## config.mk

```make
export PLATFORM = sky130hd
export DESIGN_NAME = feistel_encryptor_flat
export DESIGN_NICKNAME = d
export VERILOG_FILES = /design/src/rtl/cipher_pkg.sv /design/src/rtl/feistel_encryptor_if.sv /design/src/rtl/feistel_round.sv /design/src/rtl/feistel_encryptor.sv /design/src/flat_wrapper.sv
export SDC_FILE = /design/constraint.sdc
export NUM_CORES = 1
export LEC_CHECK = 0
export ABC_AREA = 1
export CAP_MARGIN = 5
export CORE_ASPECT_RATIO = 0.5
export CORE_MARGIN = 2
export CORE_UTILIZATION = 51
export DETAILED_ROUTE_END_ITERATION = 6
export GPL_ROUTABILITY_DRIVEN = 1
export PLACE_DENSITY = 0.84
export SYNTH_ARGS = -nofsm -noshare
export SYNTH_HDL_FRONTEND = slang
export SYNTH_SLANG_ARGS = --single-unit
```

## constraint.sdc

```tcl
create_clock -name clk -period 6.9 [get_ports clk]
set_input_delay 0.69 -clock clk [delete_from_list [all_inputs] [get_ports clk]]
set_output_delay 0.69 -clock clk [all_outputs]
set_load 0.005 [all_outputs]
```

## src/rtl/cipher_pkg.sv

```systemverilog
// rtl/cipher_pkg.sv - shared widths, FSM states and round function for the Feistel encryptor
package cipher_pkg;

  localparam int BLOCK_W = 64;
  localparam int HALF_W  = 32;

  typedef enum logic [1:0] {IDLE, RUN, DONE} state_t;

  // Carry out of the 32-bit add is intentionally dropped before the XOR mask.
  function automatic logic [HALF_W-1:0] round_f(input logic [HALF_W-1:0] r,
                                                input logic [BLOCK_W-1:0] k);
    round_f = (r + k[HALF_W-1:0]) ^ k[BLOCK_W-1:HALF_W];
  endfunction

endpackage

```

## src/rtl/feistel_encryptor_if.sv

```systemverilog
// rtl/feistel_encryptor_if.sv - plaintext/key input and ciphertext output handshake bundle
interface feistel_encryptor_if;
  import cipher_pkg::*;

  logic [BLOCK_W-1:0] key1;
  logic [BLOCK_W-1:0] key2;
  logic [BLOCK_W-1:0] in_data;
  logic               in_valid;
  logic               in_ready;
  logic [BLOCK_W-1:0] out_data;
  logic               out_valid;
  logic               out_ready;
  logic               busy;

  modport master (
    output key1, key2, in_data, in_valid, out_ready,
    input  in_ready, out_data, out_valid, busy
  );

  modport slave (
    input  key1, key2, in_data, in_valid, out_ready,
    output in_ready, out_data, out_valid, busy
  );

endinterface

```

## src/rtl/feistel_round.sv

```systemverilog
// rtl/feistel_round.sv - one combinational Feistel round: L' = R, R' = L ^ F(R, K)
module feistel_round
  import cipher_pkg::*;
(
  input  logic [HALF_W-1:0]  l,
  input  logic [HALF_W-1:0]  r,
  input  logic [BLOCK_W-1:0] k,
  output logic [HALF_W-1:0]  l_next,
  output logic [HALF_W-1:0]  r_next
);

  assign l_next = r;
  assign r_next = l ^ round_f(r, k);

endmodule

```

## src/rtl/feistel_encryptor.sv

```systemverilog
// rtl/feistel_encryptor.sv - iterative Feistel encryptor, one round per clock, keys latched at acceptance
module feistel_encryptor
  import cipher_pkg::*;
#(
  parameter int ROUNDS = 8
) (
  input  logic              clk,
  input  logic              reset,
  feistel_encryptor_if.slave bus
);

  localparam int              CNT_W = (ROUNDS > 1) ? $clog2(ROUNDS) : 1;
  localparam logic [CNT_W-1:0] LAST = CNT_W'(ROUNDS - 1);

  state_t             state;
  state_t             state_next;
  logic [CNT_W-1:0]   cnt;
  logic [HALF_W-1:0]  l;
  logic [HALF_W-1:0]  r;
  logic [HALF_W-1:0]  l_next;
  logic [HALF_W-1:0]  r_next;
  logic [BLOCK_W-1:0] k1;
  logic [BLOCK_W-1:0] k2;
  logic [BLOCK_W-1:0] k_sel;

  // Even rounds use key1, odd rounds key2; the counter LSB is the round parity.
  assign k_sel = cnt[0] ? k2 : k1;

  feistel_round u_round (
    .l      (l),
    .r      (r),
    .k      (k_sel),
    .l_next (l_next),
    .r_next (r_next)
  );

  always_ff @(posedge clk or posedge reset) begin
    if (reset) state <= IDLE;
    else       state <= state_next;
  end

  always_comb begin
    state_next = state;
    unique case (state)
      IDLE:    if (bus.in_valid)  state_next = RUN;
      RUN:     if (cnt == LAST)   state_next = DONE;
      DONE:    if (bus.out_ready) state_next = IDLE;
      default: state_next = IDLE;
    endcase
  end

  always_ff @(posedge clk or posedge reset) begin
    if (reset) begin
      cnt <= '0;
      l   <= '0;
      r   <= '0;
      k1  <= '0;
      k2  <= '0;
    end else begin
      unique case (state)
        IDLE: begin
          if (bus.in_valid) begin
            l   <= bus.in_data[BLOCK_W-1:HALF_W];
            r   <= bus.in_data[HALF_W-1:0];
            k1  <= bus.key1;
            k2  <= bus.key2;
            cnt <= '0;
          end
        end
        RUN: begin
          l   <= l_next;
          r   <= r_next;
          cnt <= cnt + CNT_W'(1);
        end
        default: ;
      endcase
    end
  end

  assign bus.in_ready  = (state == IDLE);
  assign bus.out_valid = (state == DONE);
  assign bus.busy      = (state != IDLE);
  assign bus.out_data  = {l, r};

endmodule
```

## src/flat_wrapper.sv

```systemverilog
// flat-port wrapper written by rule: the top's interface ports become plain ports
module feistel_encryptor_flat import cipher_pkg::*;
#(
  parameter int ROUNDS = 8
)
  (clk, reset, bus_key1, bus_key2, bus_in_data, bus_in_valid, bus_out_ready, bus_in_ready, bus_out_data, bus_out_valid, bus_busy);
  feistel_encryptor_if bus_i ();
  input  logic clk;
  input  logic reset;
  input wire logic [$bits(bus_i.key1)-1:0] bus_key1;
  input wire logic [$bits(bus_i.key2)-1:0] bus_key2;
  input wire logic [$bits(bus_i.in_data)-1:0] bus_in_data;
  input wire logic [$bits(bus_i.in_valid)-1:0] bus_in_valid;
  input wire logic [$bits(bus_i.out_ready)-1:0] bus_out_ready;
  output wire logic [$bits(bus_i.in_ready)-1:0] bus_in_ready;
  output wire logic [$bits(bus_i.out_data)-1:0] bus_out_data;
  output wire logic [$bits(bus_i.out_valid)-1:0] bus_out_valid;
  output wire logic [$bits(bus_i.busy)-1:0] bus_busy;
  assign bus_i.key1 = bus_key1;
  assign bus_i.key2 = bus_key2;
  assign bus_i.in_data = bus_in_data;
  assign bus_i.in_valid = bus_in_valid;
  assign bus_i.out_ready = bus_out_ready;
  assign bus_in_ready = bus_i.in_ready;
  assign bus_out_data = bus_i.out_data;
  assign bus_out_valid = bus_i.out_valid;
  assign bus_busy = bus_i.busy;
  feistel_encryptor #(.ROUNDS(ROUNDS)) u_core (.clk(clk), .reset(reset), .bus(bus_i));
endmodule
```

After elaboration in Yosys (flattened, before gate mapping)
Cells that the tools add are included.
W data, S select, Z words.
{"block": "classes", "reduce_logical": 6, "n_addsub": 2, "eq_ne": 6, "muxes": 11, "bitwise": 2}
{"cell": "$pmux W32 S2", "n": 2}
{"cell": "$mux W32", "n": 2}
{"cell": "$mux W64", "n": 1}
{"cell": "$xor A32 B32 Y32", "n": 2}
{"cell": "$add A32 B32 Y32", "n": 1}
{"cell": "$mux W2", "n": 3}
{"cell": "$pmux W2 S3", "n": 1}
{"cell": "$pmux W3 S2", "n": 1}
{"cell": "$ne A2 B2 Y1 const B", "n": 2}
{"cell": "$reduce_and A2 Y1", "n": 2}
{"cell": "$reduce_bool A2 Y1", "n": 2}
{"cell": "$add A3 B1 Y3 const B", "n": 1}
{"cell": "$eq A3 B3 Y1 const B", "n": 1}
{"cell": "$mux W3", "n": 1}
{"cell": "$reduce_and A3 Y1", "n": 1}
{"cell": "$eq A2 B1 Y1 const B", "n": 1}
{"cell": "$eq A2 B2 Y1 const B", "n": 1}
{"cell": "$logic_not A2 Y1", "n": 1}
{"cell": "$ne A2 B1 Y1 const B", "n": 1}
{"block": "word_totals", "inputBits": 196, "reg_bits": 197, "word_cells": 33, "out_inout_bits": 67}

Logic depth before layout (Yosys ltp)
{"block": "depth", "word_depth": 5, "ltp_mapped": 21}

By module
A second synthesis with hierarchy kept.
{"block": "unflattened", "cells_unflattened": 1720, "area_unflattened_um2": 12229.2}
{"mod": "feistel_encryptor", "n_inst": 1, "seq_area_each_um2": 4929.7, "area_per_inst_um2": 8996.1, "cells_each": 1137}
{"mod": "feistel_round", "n_inst": 1, "seq_area_each_um2": 0.0, "area_per_inst_um2": 3233.1, "cells_each": 583}

Least setup slack after synthesis
Ideal clock, no wire load.
{"block": "synth_path", "path_type": "reg-to-reg", "from": "reg u_core.cnt[0]", "to": "reg u_core.r[20]", "path_stages_with_launch": 20, "setup_time_ns": 0.126, "slack_ns": 4.164, "required_time_ns": 6.774, "arrival_ns": 2.610, "period_less_slack_ns": 2.736, "cell_sequence": "dfrtp_1 buf_4 buf_4 buf_2 clkbuf_1 nand2_1 o21ai_0 ha_1 inv_1 fa_1 inv_1 nand3_1 nand3_1 nand2_1 nand3_1 nand2_1 nand3_1 nand3_1 nand2_1 o21ai_0"}
{"block": "synth_between", "elab_chain_cells": 5}
{"element": "start: declaration", "line": "feistel_encryptor.sv:17", "rtl": "logic [CNT_W-1:0] cnt;"}
{"element": "start signal: assignment", "line": "feistel_encryptor.sv:73", "rtl": "cnt <= cnt + CNT_W'(1);"}
{"element": "$mux W64 *", "line": "feistel_encryptor.sv:27", "rtl": "assign k_sel = cnt[0] ? k2 : k1;"}
{"element": "$add A32 B32 Y32", "line": "cipher_pkg.sv:12", "rtl": "round_f = (r + k[HALF_W-1:0]) ^ k[BLOCK_W-1:HALF_W];"}
{"element": "$xor A32 B32 Y32 *", "line": "cipher_pkg.sv:12"}
{"element": "$xor A32 B32 Y32 *", "line": "feistel_round.sv:13", "rtl": "assign r_next = l ^ round_f(r, k);"}
{"element": "$pmux W32 S2 *", "line": "feistel_encryptor.sv:60", "rtl": "unique case (state)"}
{"element": "end signal: assignment", "line": "feistel_encryptor.sv:64", "rtl": "r <= bus.in_data[HALF_W-1:0];"}
{"element": "end signal: assignment", "line": "feistel_encryptor.sv:72", "rtl": "r <= r_next;"}
{"element": "end: declaration", "line": "feistel_encryptor.sv:19", "rtl": "logic [HALF_W-1:0] r;"}
Mark *: on every way between the ends. The rest lies on a longest branch, timed or not.
A chain may end at the register's enable or synchronous reset.

Worst setup path in the final report
{"block": "layout_path", "from": "reg u_core.cnt[0]", "to": "reg u_core.r[28]"}
The elaborated chain is that of the path after synthesis.

==> out/qor.csv <==
stage;metric;value;unit
timing;slew_headroom;38.6;%
worst_setup_path;criticalPathCategory;reg2reg;
worst_setup_path;critical_path.endpoint_type;flop;
drt;wl_met3;3.10;mm
drt;first_pass_iters;5;
power;p_leak;7.31;nW
yosys;synth.distinct_cells;34;
worst_setup_path;start_kind;flop;
drt;via_per_inst;5.16;
outcome;status;complete, no violations;
floorplanning;core-area;22000;µm²
clock_network;cts-resized-gates;0;
worst_setup_path;required;7.25;ns
placement;port-buffer-count;262;
yosys;synth.avg_cell_area;7.68;µm²
timing;finalCritPeriodShare;54.4;%
floorplanning;io_pins;263;
finish;syn2layout_area_growth;29.4;%
global_routing;grt.overflow.total;0;
drt;wl;34.5;mm
finish;final_cell_mix;nand2_1, clkdlybuf4s50_1, inv_1;
job;drv_cap;0;
timing;tns;0;ns
finish;nFillCells;1835;
power;power.total;9.45;mW
global_routing;grt_pass1_wl;54.1;mm
placement;place_hpwl;26.1;mm
timing;clock.fmax;266;MHz
yosys;syn_nets;1739;
power;ir_worst_vdd;0.247;mV
clock_network;holdBufCountCts;0;
timing;rsz0062_at_grt;no;
clock_network;cts-root-buf;clkbuf_16;
clock_network;cts_tree;yes;
drt;vias;10577;
clock_network;cts_setup_buffers;0;
worst_setup_path;critPathArrivalTime;4.10;ns
yosys;ys_seq_area_share;42.6;%
timing;maxSlewViolCount;0;
clock_network;numCtsBuffers;17;
global_routing;grt_max_degree;133;
power;p_per_area;631;nW/µm²
finish;nets;1965;
yosys;synth_cells;1509;
finish;drive_above_1_share;4.92;%
floorplanning;fp.dieH;111;µm
global_routing;grt_usage;29.1;%
floorplanning;dieArea;24000;µm²
floorplanning;rows;38;
clock_network;clock_latency;0.46;ns
floorplanning;initial_core_util;52.7;%
timing;final_hold_viol_count;0;
yosys;netlist_area;11600;µm²
global_routing;antenna_found_initial;0;
drt;maxUsedRoutingLayer;met4;
clock_network;clock-sinks;197;
drt;m1WireLength;16.3;mm
yosys;synth-warning-count;0;
drt;wl_per_cell;16.9;µm
finish;n_antenna_cell;0;
timing;fin_crit;3.76;ns
timing;setup_viol;0;
timing;worstMarginPinSlew;0.921;ns
global_routing;grt_pass1_vias;10049;
clock_network;clock_path_buffers;2;
clock_network;htree_levels;4;
worst_setup_path;worstPathMaxFanout;92;
floorplanning;die_w;217;µm
drt;wl_met2;14.5;mm
drt;drcViolationCount;0;
finish;mostFrequentLayoutCell;nand2_1;
drt;ant_nets;0;
timing;clock-skew-final;0.0117;ns
yosys;ys_ff_latch;197;
min_path;hold_path_class;reg2reg;
placement;place.gp.congestion;0.944;
drt;drtIter0Drc;1072;
clock_network;clk_pin_slew;0.07;ns
[layout make-up]
class                      instances  area (µm²)  share of cell area [%]
clock inverter                    14         188                    1.25
sequential                       197        4930                    32.9
multi-input combinational       1046        5600                    37.4
inverter                         203         769                    5.14
timing repair buffer             270        2680                    17.9
tap                              300         375                    2.51
clock buffer                      18         429                    2.86
[logic make-up after synthesis]
kind of cell,share of synthesized area (%)
mux,6.41
buf+inv,9.24
xor+xnor,5.44
compound gates,9.90
flops,42.6
simple gates,22.7
fa+ha+maj,3.74
[cells in the mapped netlist]
cell type	instances	share of area, %
clkbuf_2	1	0.043
o211ai_1	18	1.2
nand2_2	2	0.11
o21bai_1	3	0.19
mux2_2	40	3.9
nor3_1	1	0.043
o21ai_0	63	2.7
o21ai_1	25	1.1
buf_2	35	1.5
mux2i_1	1	0.086
mux2_1	25	2.4
fa_1	1	0.17
o22ai_1	4	0.22
buf_4	5	0.32
or2_0	1	0.054
inv_2	1	0.032
xnor2_1	58	4.4
a21oi_1	90	3.9
nand4_1	3	0.16
dfrtp_1	197	43
inv_1	202	6.5
a22o_1	2	0.15
ha_1	33	3.6
o31ai_1	1	0.065
a21o_1	4	0.26
nand2_1	403	13
and2_1	3	0.16
nor2_1	156	5.1
buf_6	1	0.097
nor2_4	1	0.097
o221ai_1	2	0.15
clkbuf_1	21	0.68
xor2_1	14	1.1
nand3_1	92	4.0
[flip-flops by register name, indices dropped and copies added, names as in the netlist]
| register | cells |
|---|---|
| u_core.k1 | 64 |
| u_core.k2 | 64 |
| u_core.l | 32 |
| u_core.r | 32 |
| u_core.cnt | 3 |
| u_core.state | 2 |
[power by group]
group	leakage [nW]	internal (mW)	total [mW]	switching, mW
logic	4.74	2.53	6.16	3.64
clock network	0.298	0.553	1.05	0.498
registers	2.27	1.76	2.23	0.471
[worst paths after layout]
check | from | to | slack, ns | cells after the start
min in group asynchronous | reset | u_core.k1[36] | 0.80 | 2
max in group asynchronous | reset | u_core.k2[11] | 4.62 | 3
setup / recovery | u_core.cnt[0] | u_core.r[28] | 3.14 | 16
hold reg to reg | u_core.k2[15] | u_core.k2[15] | 0.50 | 1
hold / removal | u_core.k2[15] | u_core.k2[15] | 0.50 | 1
setup reg to reg | u_core.cnt[0] | u_core.r[28] | 3.14 | 16
[layer usage]
layer / track usage, % / up-vias
li1: - / 5206
met1: 43.2 / 4947
met2: 42.1 / 374
met3: 7.77 / 50
met4: 6.85 / 0
met5: 0 / -
[critical path, stage by stage, from the launching register on]
cell     delay (ns)
dfrtp_4        1.00
buf_4          0.49
nand2_1        0.10
o21ai_0        0.09
ha_1           0.30
inv_1          0.08
fa_1           0.42
inv_1          0.12
nand3_1        0.08
nand3_1        0.15
nand2_1        0.07
nand3_1        0.16
nand2_1        0.14
nand3_1        0.13
nand3_1        0.09
nand2_1        0.11
nand2_1        0.05
[metrics by stage]
stage	instance area (µm²)	hold WS (ns)	setup slack, ns	util (%)	instances
after floorplan	11600	0.459	0.841	-	1509
after global placement	14400	0.473	2.97	65.4	2016
after detailed placement	14400	0.480	2.90	65.4	2016
after CTS	15000	0.498	3.26	68.2	2048
after global routing	15000	0.513	2.91	68.2	2048
final	15000	0.496	3.14	68.2	2048
Power figures use the tool's default switching activity.
